===== src/rtl/alu_result_framer_if.sv =====
// ALU-result / UART-transmitter handshake bundle for alu_result_framer.
// slave = the framer, master = whatever drives results and consumes bytes.
interface alu_result_framer_if #(
  parameter int RES_WIDTH  = 16,
  parameter int BYTE_WIDTH = 8
);
  logic [RES_WIDTH-1:0]  ALU_OUT;
  logic                  OUT_VALID;
  logic                  TX_BUSY;
  logic [BYTE_WIDTH-1:0] TX_P_DATA;
  logic                  TX_D_VLD;
  logic                  FRAMER_BUSY;
  logic [3:0]            DROP_CNT;

  modport master (
    output ALU_OUT, OUT_VALID, TX_BUSY,
    input  TX_P_DATA, TX_D_VLD, FRAMER_BUSY, DROP_CNT
  );

  modport slave (
    input  ALU_OUT, OUT_VALID, TX_BUSY,
    output TX_P_DATA, TX_D_VLD, FRAMER_BUSY, DROP_CNT
  );
endinterface


===== src/rtl/alu_result_framer.sv =====
// Buffers ALU results in a 2-deep FIFO and serialises each one as two bytes,
// low byte first, to a UART transmitter with busy/valid handshake.
module alu_result_framer #(
  parameter int RES_WIDTH  = 16,
  parameter int BYTE_WIDTH = 8
) (
  input  logic               CLK,
  input  logic               RST,
  alu_result_framer_if.slave fr
);

  localparam logic [1:0] IDLE    = 2'd0;
  localparam logic [1:0] SEND_LO = 2'd1;
  localparam logic [1:0] SEND_HI = 2'd2;

  logic [1:0]           r_state;
  logic [RES_WIDTH-1:0] r_mem [2];
  logic                 r_wptr;
  logic                 r_rptr;
  logic [1:0]           r_count;
  logic [3:0]           r_drop;

  logic                  w_full;
  logic                  w_empty;
  logic                  w_pop;
  logic                  w_wr;
  logic                  w_drop;
  logic [RES_WIDTH-1:0]  w_head;
  logic [BYTE_WIDTH-1:0] w_byte;

  assign w_full  = (r_count == 2'd2);
  assign w_empty = (r_count == 2'd0);
  assign w_pop   = (r_state == SEND_HI) && !fr.TX_BUSY;
  // A pop on the same edge frees the head slot, so a full FIFO can still take the write.
  assign w_wr    = fr.OUT_VALID && (!w_full || w_pop);
  assign w_drop  = fr.OUT_VALID && w_full && !w_pop;
  assign w_head  = r_mem[r_rptr];

  always_ff @(posedge CLK or negedge RST) begin
    if (!RST) begin
      r_state <= IDLE;
      r_wptr  <= 1'b0;
      r_rptr  <= 1'b0;
      r_count <= 2'd0;
      r_drop  <= '0;
    end else begin
      case (r_state)
        IDLE:    if (!w_empty) r_state <= SEND_LO;
        SEND_LO: if (!fr.TX_BUSY) r_state <= SEND_HI;
        SEND_HI: if (!fr.TX_BUSY) r_state <= ((r_count > 2'd1) || w_wr) ? SEND_LO : IDLE;
        default: r_state <= IDLE;
      endcase

      if (w_wr)  r_wptr <= ~r_wptr;
      if (w_pop) r_rptr <= ~r_rptr;

      case ({w_wr, w_pop})
        2'b10:   r_count <= r_count + 2'd1;
        2'b01:   r_count <= r_count - 2'd1;
        default: r_count <= r_count;
      endcase

      if (w_drop && (r_drop != 4'hF)) r_drop <= r_drop + 4'd1;
    end
  end

  always_ff @(posedge CLK) begin
    if (w_wr) r_mem[r_wptr] <= fr.ALU_OUT;
  end

  always_comb begin
    w_byte = '0;
    case (r_state)
      SEND_LO: w_byte = w_head[BYTE_WIDTH-1:0];
      SEND_HI: w_byte = w_head[RES_WIDTH-1:BYTE_WIDTH];
      default: w_byte = '0;
    endcase
  end

  assign fr.TX_P_DATA   = w_byte;
  assign fr.TX_D_VLD    = (r_state != IDLE);
  assign fr.FRAMER_BUSY = !w_empty || (r_state != IDLE);
  assign fr.DROP_CNT    = r_drop;

endmodule

===== src/flat_wrapper.sv =====
// flat-port wrapper written by rule: the top's interface ports become plain ports
module alu_result_framer_flat 
#(
  parameter int RES_WIDTH  = 16,
  parameter int BYTE_WIDTH = 8
)
  (CLK, RST, fr_ALU_OUT, fr_OUT_VALID, fr_TX_BUSY, fr_TX_P_DATA, fr_TX_D_VLD, fr_FRAMER_BUSY, fr_DROP_CNT);
  alu_result_framer_if #(.RES_WIDTH(RES_WIDTH), .BYTE_WIDTH(BYTE_WIDTH)) fr_i ();
  input  logic CLK;
  input  logic RST;
  input wire logic [$bits(fr_i.ALU_OUT)-1:0] fr_ALU_OUT;
  input wire logic [$bits(fr_i.OUT_VALID)-1:0] fr_OUT_VALID;
  input wire logic [$bits(fr_i.TX_BUSY)-1:0] fr_TX_BUSY;
  output wire logic [$bits(fr_i.TX_P_DATA)-1:0] fr_TX_P_DATA;
  output wire logic [$bits(fr_i.TX_D_VLD)-1:0] fr_TX_D_VLD;
  output wire logic [$bits(fr_i.FRAMER_BUSY)-1:0] fr_FRAMER_BUSY;
  output wire logic [$bits(fr_i.DROP_CNT)-1:0] fr_DROP_CNT;
  assign fr_i.ALU_OUT = fr_ALU_OUT;
  assign fr_i.OUT_VALID = fr_OUT_VALID;
  assign fr_i.TX_BUSY = fr_TX_BUSY;
  assign fr_TX_P_DATA = fr_i.TX_P_DATA;
  assign fr_TX_D_VLD = fr_i.TX_D_VLD;
  assign fr_FRAMER_BUSY = fr_i.FRAMER_BUSY;
  assign fr_DROP_CNT = fr_i.DROP_CNT;
  alu_result_framer #(.RES_WIDTH(RES_WIDTH), .BYTE_WIDTH(BYTE_WIDTH)) u_core (.CLK(CLK), .RST(RST), .fr(fr_i));
endmodule

===== config.mk =====
export PLATFORM = sky130hd
export DESIGN_NAME = alu_result_framer_flat
export DESIGN_NICKNAME = d
export VERILOG_FILES = /design/src/rtl/alu_result_framer_if.sv /design/src/rtl/alu_result_framer.sv /design/src/flat_wrapper.sv
export SDC_FILE = /design/constraint.sdc
export NUM_CORES = 1
export LEC_CHECK = 0
export CAP_MARGIN = 20
export CORE_ASPECT_RATIO = 1.75
export CORE_MARGIN = 2
export CORE_UTILIZATION = 47
export DETAILED_ROUTE_END_ITERATION = 6
export GPL_TIMING_DRIVEN = 0
export HOLD_SLACK_MARGIN = 0.03
export MAX_ROUTING_LAYER = met4
export PLACE_DENSITY = 0.73
export SKIP_LAST_GASP = 1
export SLEW_MARGIN = 20
export SYNTH_ARGS = -nofsm -noshare
export SYNTH_HDL_FRONTEND = slang
export SYNTH_SLANG_ARGS = --single-unit

===== constraint.sdc =====
create_clock -name CLK -period 2.2 [get_ports CLK]
set_clock_uncertainty 0.1 [all_clocks]
set_input_delay 0.33 -clock CLK [delete_from_list [all_inputs] [get_ports CLK]]
set_output_delay 0.33 -clock CLK [all_outputs]
set_load 0.005 [all_outputs]

==> key figures <==
Outcome
  – Status: complete, but fails checks
  – Failing checks: setup timing

Layout
  – Layout cell share with drive strength beyond 1: 32.96%
  – Multi-input logic area: 685.7 sq um
  – Sequential cell area: 0.001211 sq mm
  – Fin cells: 227
  – Fill count: 314
  – Final core occ: 65.87%
  – Leading cell type in the layout, fill and taps excluded: edfxtp_1
  – Most frequent cells in the layout: edfxtp_1 (32), clkdlybuf4s50_1 (25), mux2_2 (18)
  – Synth-to-Final Area Change: 34.58%
  – Final instance area: 0.002571 sq mm
  – Diode count: 0
  – Final #Nets: 208

Timing
  – Worst Tran Pin Value: 0.4988 ns
  – Max Slew Vio Count: 0
  – Fin Hold WS: 0.2695 ns
  – Final Hold Fails: 0
  – RSZ-0062 raised after global routing: true
  – Post-layout min period: 2.238 ns
  – Final setup fails: 1
  – Tcrit/Tclk final: 101.7%
  – FMAX: 446.9 MHz
  – Setup TNS: -0.03781 ns
  – Slack of the critical path: -0.03781 ns
  – Max_slew headroom: 66.67%

Synth
  – Area leader, netlist: edfxtp_1
  – Area share of the largest cell type after synthesis: 50.29%
  – Yosys reg bits: 42
  – Async SR Flop Fraction: 23.81%
  – Register area share after synthesis: 63.39%
  – Yosys warnings: 0
  – Synth area leaders: edfxtp_1 (50%), dfrtp_1 (13%), mux2_2 (11%), ha_1 (6.5%), a22oi_1 (2.8%)
  – Post-synth top flop: edfxtp_1
  – Post-Syn Area: 0.001911 sq mm
  – Synth Area per Inst: 15.16 sq um
  – Post-synth EDFFs: 32
  – Syn nets: 156
  – Yosys cell types: 24
  – Mapped Cells: 126

Die
  – Io pins: 34
  – Die X: 52.20 um
  – Core area: 0.003904 sq mm
  – Die area: 0.004611 sq mm
  – Die Span Y: 88.35 um
  – Row count: 30
  – Starting density of the core: 48.94%

Pwr
  – LEAKAGE: 1.015 nW
  – Flop pwr share: 36.3%
  – Pwr Density: 1329 mW/mm^2
  – Power Total: 3.417 mW
  – Worst vdd ir: 0.0009218 V
  – Switch Pwr: 1.099 mW
  – Clk pwr share: 13.5%
  – Internal: 2.318 mW
  – Comb pwr share: 50.2%
  – Switching part of the total power: 32.16%

Global route
  – Gr usage total: 19.07%
  – Gr ovfl total: 0
  – Largest net degree at the start of global routing: 17
  – First-pass GRT wire length: 5961 um
  – Antenna violations before repair: 0
  – Number of global-route vias before repair: 1283

Detailed routing
  – Drt wl/cell: 17.43 um
  – DRT antenna net count: 0
  – Vias: 1188
  – Post-Route WL: 3956 um
  – TritonRoute pass-1 iters: 4
  – Iter 0 DRT Violations: 25
  – Remaining DRCs: 0
  – Vias per inst: 5.233

Setup path
  – CP max FO: 5
  – Worst EP required: 1.77 ns
  – Worst r2r dst: u_core.r_mem[0][4]$_DFFE_PP_
  – CP startpoint: u_core.r_rptr$_DFFE_PN0N_
  – FF-to-FF path depth: 6
  – Crit path to: fr_TX_P_DATA[7]
  – FF-to-FF Start: u_core.r_state[0]$_DFFE_PN0P_
  – Setup slack, reg-to-reg: 0.15 ns
  – Critical Path End Type: output pin
  – Worst Setup Start Kind: register
  – Worst Path Arrival: 1.81 ns
  – Crit Path Class: reg2out

Place
  – Placed insts: 207
  – Final HPWL DP: 2675 um
  – Place WS: -0.2569 ns
  – Port Buffers: 33
  – Cell area after placement: 0.002306 sq mm
  – Placer's final routability congestion estimate: 0.8674

Clock tree
  – Root buffer selected by CTS: clkbuf_8
  – Cts hold-fix bufs: 0
  – Clock transition at path regs: 0.07 ns
  – Num Clock Sinks: 42
  – TritonCTS clock tree: yes
  – Max Root-Sink Buffers: 2
  – Clk_lat worst skew: 0.28 ns
  – CTS buffer count: 5
  – H-Tree Depth: 2

Worst hold path
  – Hold WC Path Type: in2async

Flow run
  – Max-cap violation count: 0
worst min-delay path by stage:
stage | start | endpoint | slack, ns | depth (start not counted)
CTS | RST | u_core.fr.DROP_CNT[1]$_DFFE_PN0P_ | 0.28 | 1
finish | RST | u_core.fr.DROP_CNT[2]$_DFFE_PN0P_ | 0.27 | 1
global placement | u_core.r_wptr$_DFFE_PN0P_ | u_core.r_wptr$_DFFE_PN0P_ | 0.38 | 1
global route | RST | u_core.fr.DROP_CNT[2]$_DFFE_PN0P_ | 0.31 | 1
floorplan | RST | u_core.fr.DROP_CNT[0]$_DFFE_PN0P_ | -0.07 | 0
detailed placement | u_core.r_wptr$_DFFE_PN0P_ | u_core.r_wptr$_DFFE_PN0P_ | 0.41 | 1
layer usage:
metal / part of all wire (%) / wire length (um) / track usage [%] / up-vias
met2: 61 / 2424 / 37.86 / 22
met1: 34 / 1357 / 16.63 / 595
met5: 0 / 0 / - / -
met3: 3.2 / 125 / 4.054 / 7
met4: 1.2 / 49 / 6.760 / 0
li1: - / - / - / 564
synthesized netlist by cell type (2+ instances only):
cell type,n
a22oi_1,7
buf_2,2
buf_6,2
dfrtp_1,10
edfxtp_1,32
ha_1,10
inv_1,8
mux2_2,19
nand2_1,4
nand2b_1,3
nand4_1,3
nor2_1,2
nor2b_1,8
o21ai_0,2
xnor2_1,5
critical path: stages (launching register included):
cell	delay, ns
dfrtp_1	0.37
buf_6	0.13
buf_12	0.12
buf_8	0.12
buf_6	0.11
mux2_4	0.29
a22oi_2	0.18
nor2b_1	0.06
buf_2	0.12
power by group through the flow:
stage	Combinational (mW)	Sequential (mW)	Clock, mW
4_1_cts	1.66	1.24	0.474
3_3_place_gp	1.27	1.23	0
6_report	1.71	1.24	0.462
2_1_floorplan	0.834	1.22	0
5_1_grt	1.84	1.26	0.497
3_5_place_dp	1.35	1.25	0
sequential cells by signal, summed over array words and instances (netlist names):
name / flops
u_core.r_mem: 32
u_core.fr.DROP_CNT: 4
u_core.r_count: 2
u_core.r_state: 2
u_core.r_rptr: 1
u_core.r_wptr: 1
cell families after synthesis:
logic type / synth area share [%]
multiplexers: 11.98
buffers and inverters: 3.274
AO/OA/AOI/OAI: 5.305
adder cells (fa/ha/maj): 6.549
flip-flops: 63.39
AND/OR/NAND/NOR: 7.204
XOR/XNOR: 2.292
timing repair:
item | CTS | global route
pin swaps | 1 | 5
setup buffers | 8 | 4
endpoints found under the setup margin | 40 | 6
gates resized for setup | 25 | 16
cloned | 1 | 0
final cells by class:
class,instances,area share [%]
plain buffers,4,2.238
clock buffers,6,2.822
clock inverters,2,0.3893
inverters,8,1.168
multi-input cells,72,26.67
flip-flops and latches,42,47.10
well taps,48,2.336
repair buffers,45,17.27
(Power assumes the default switching activity.)
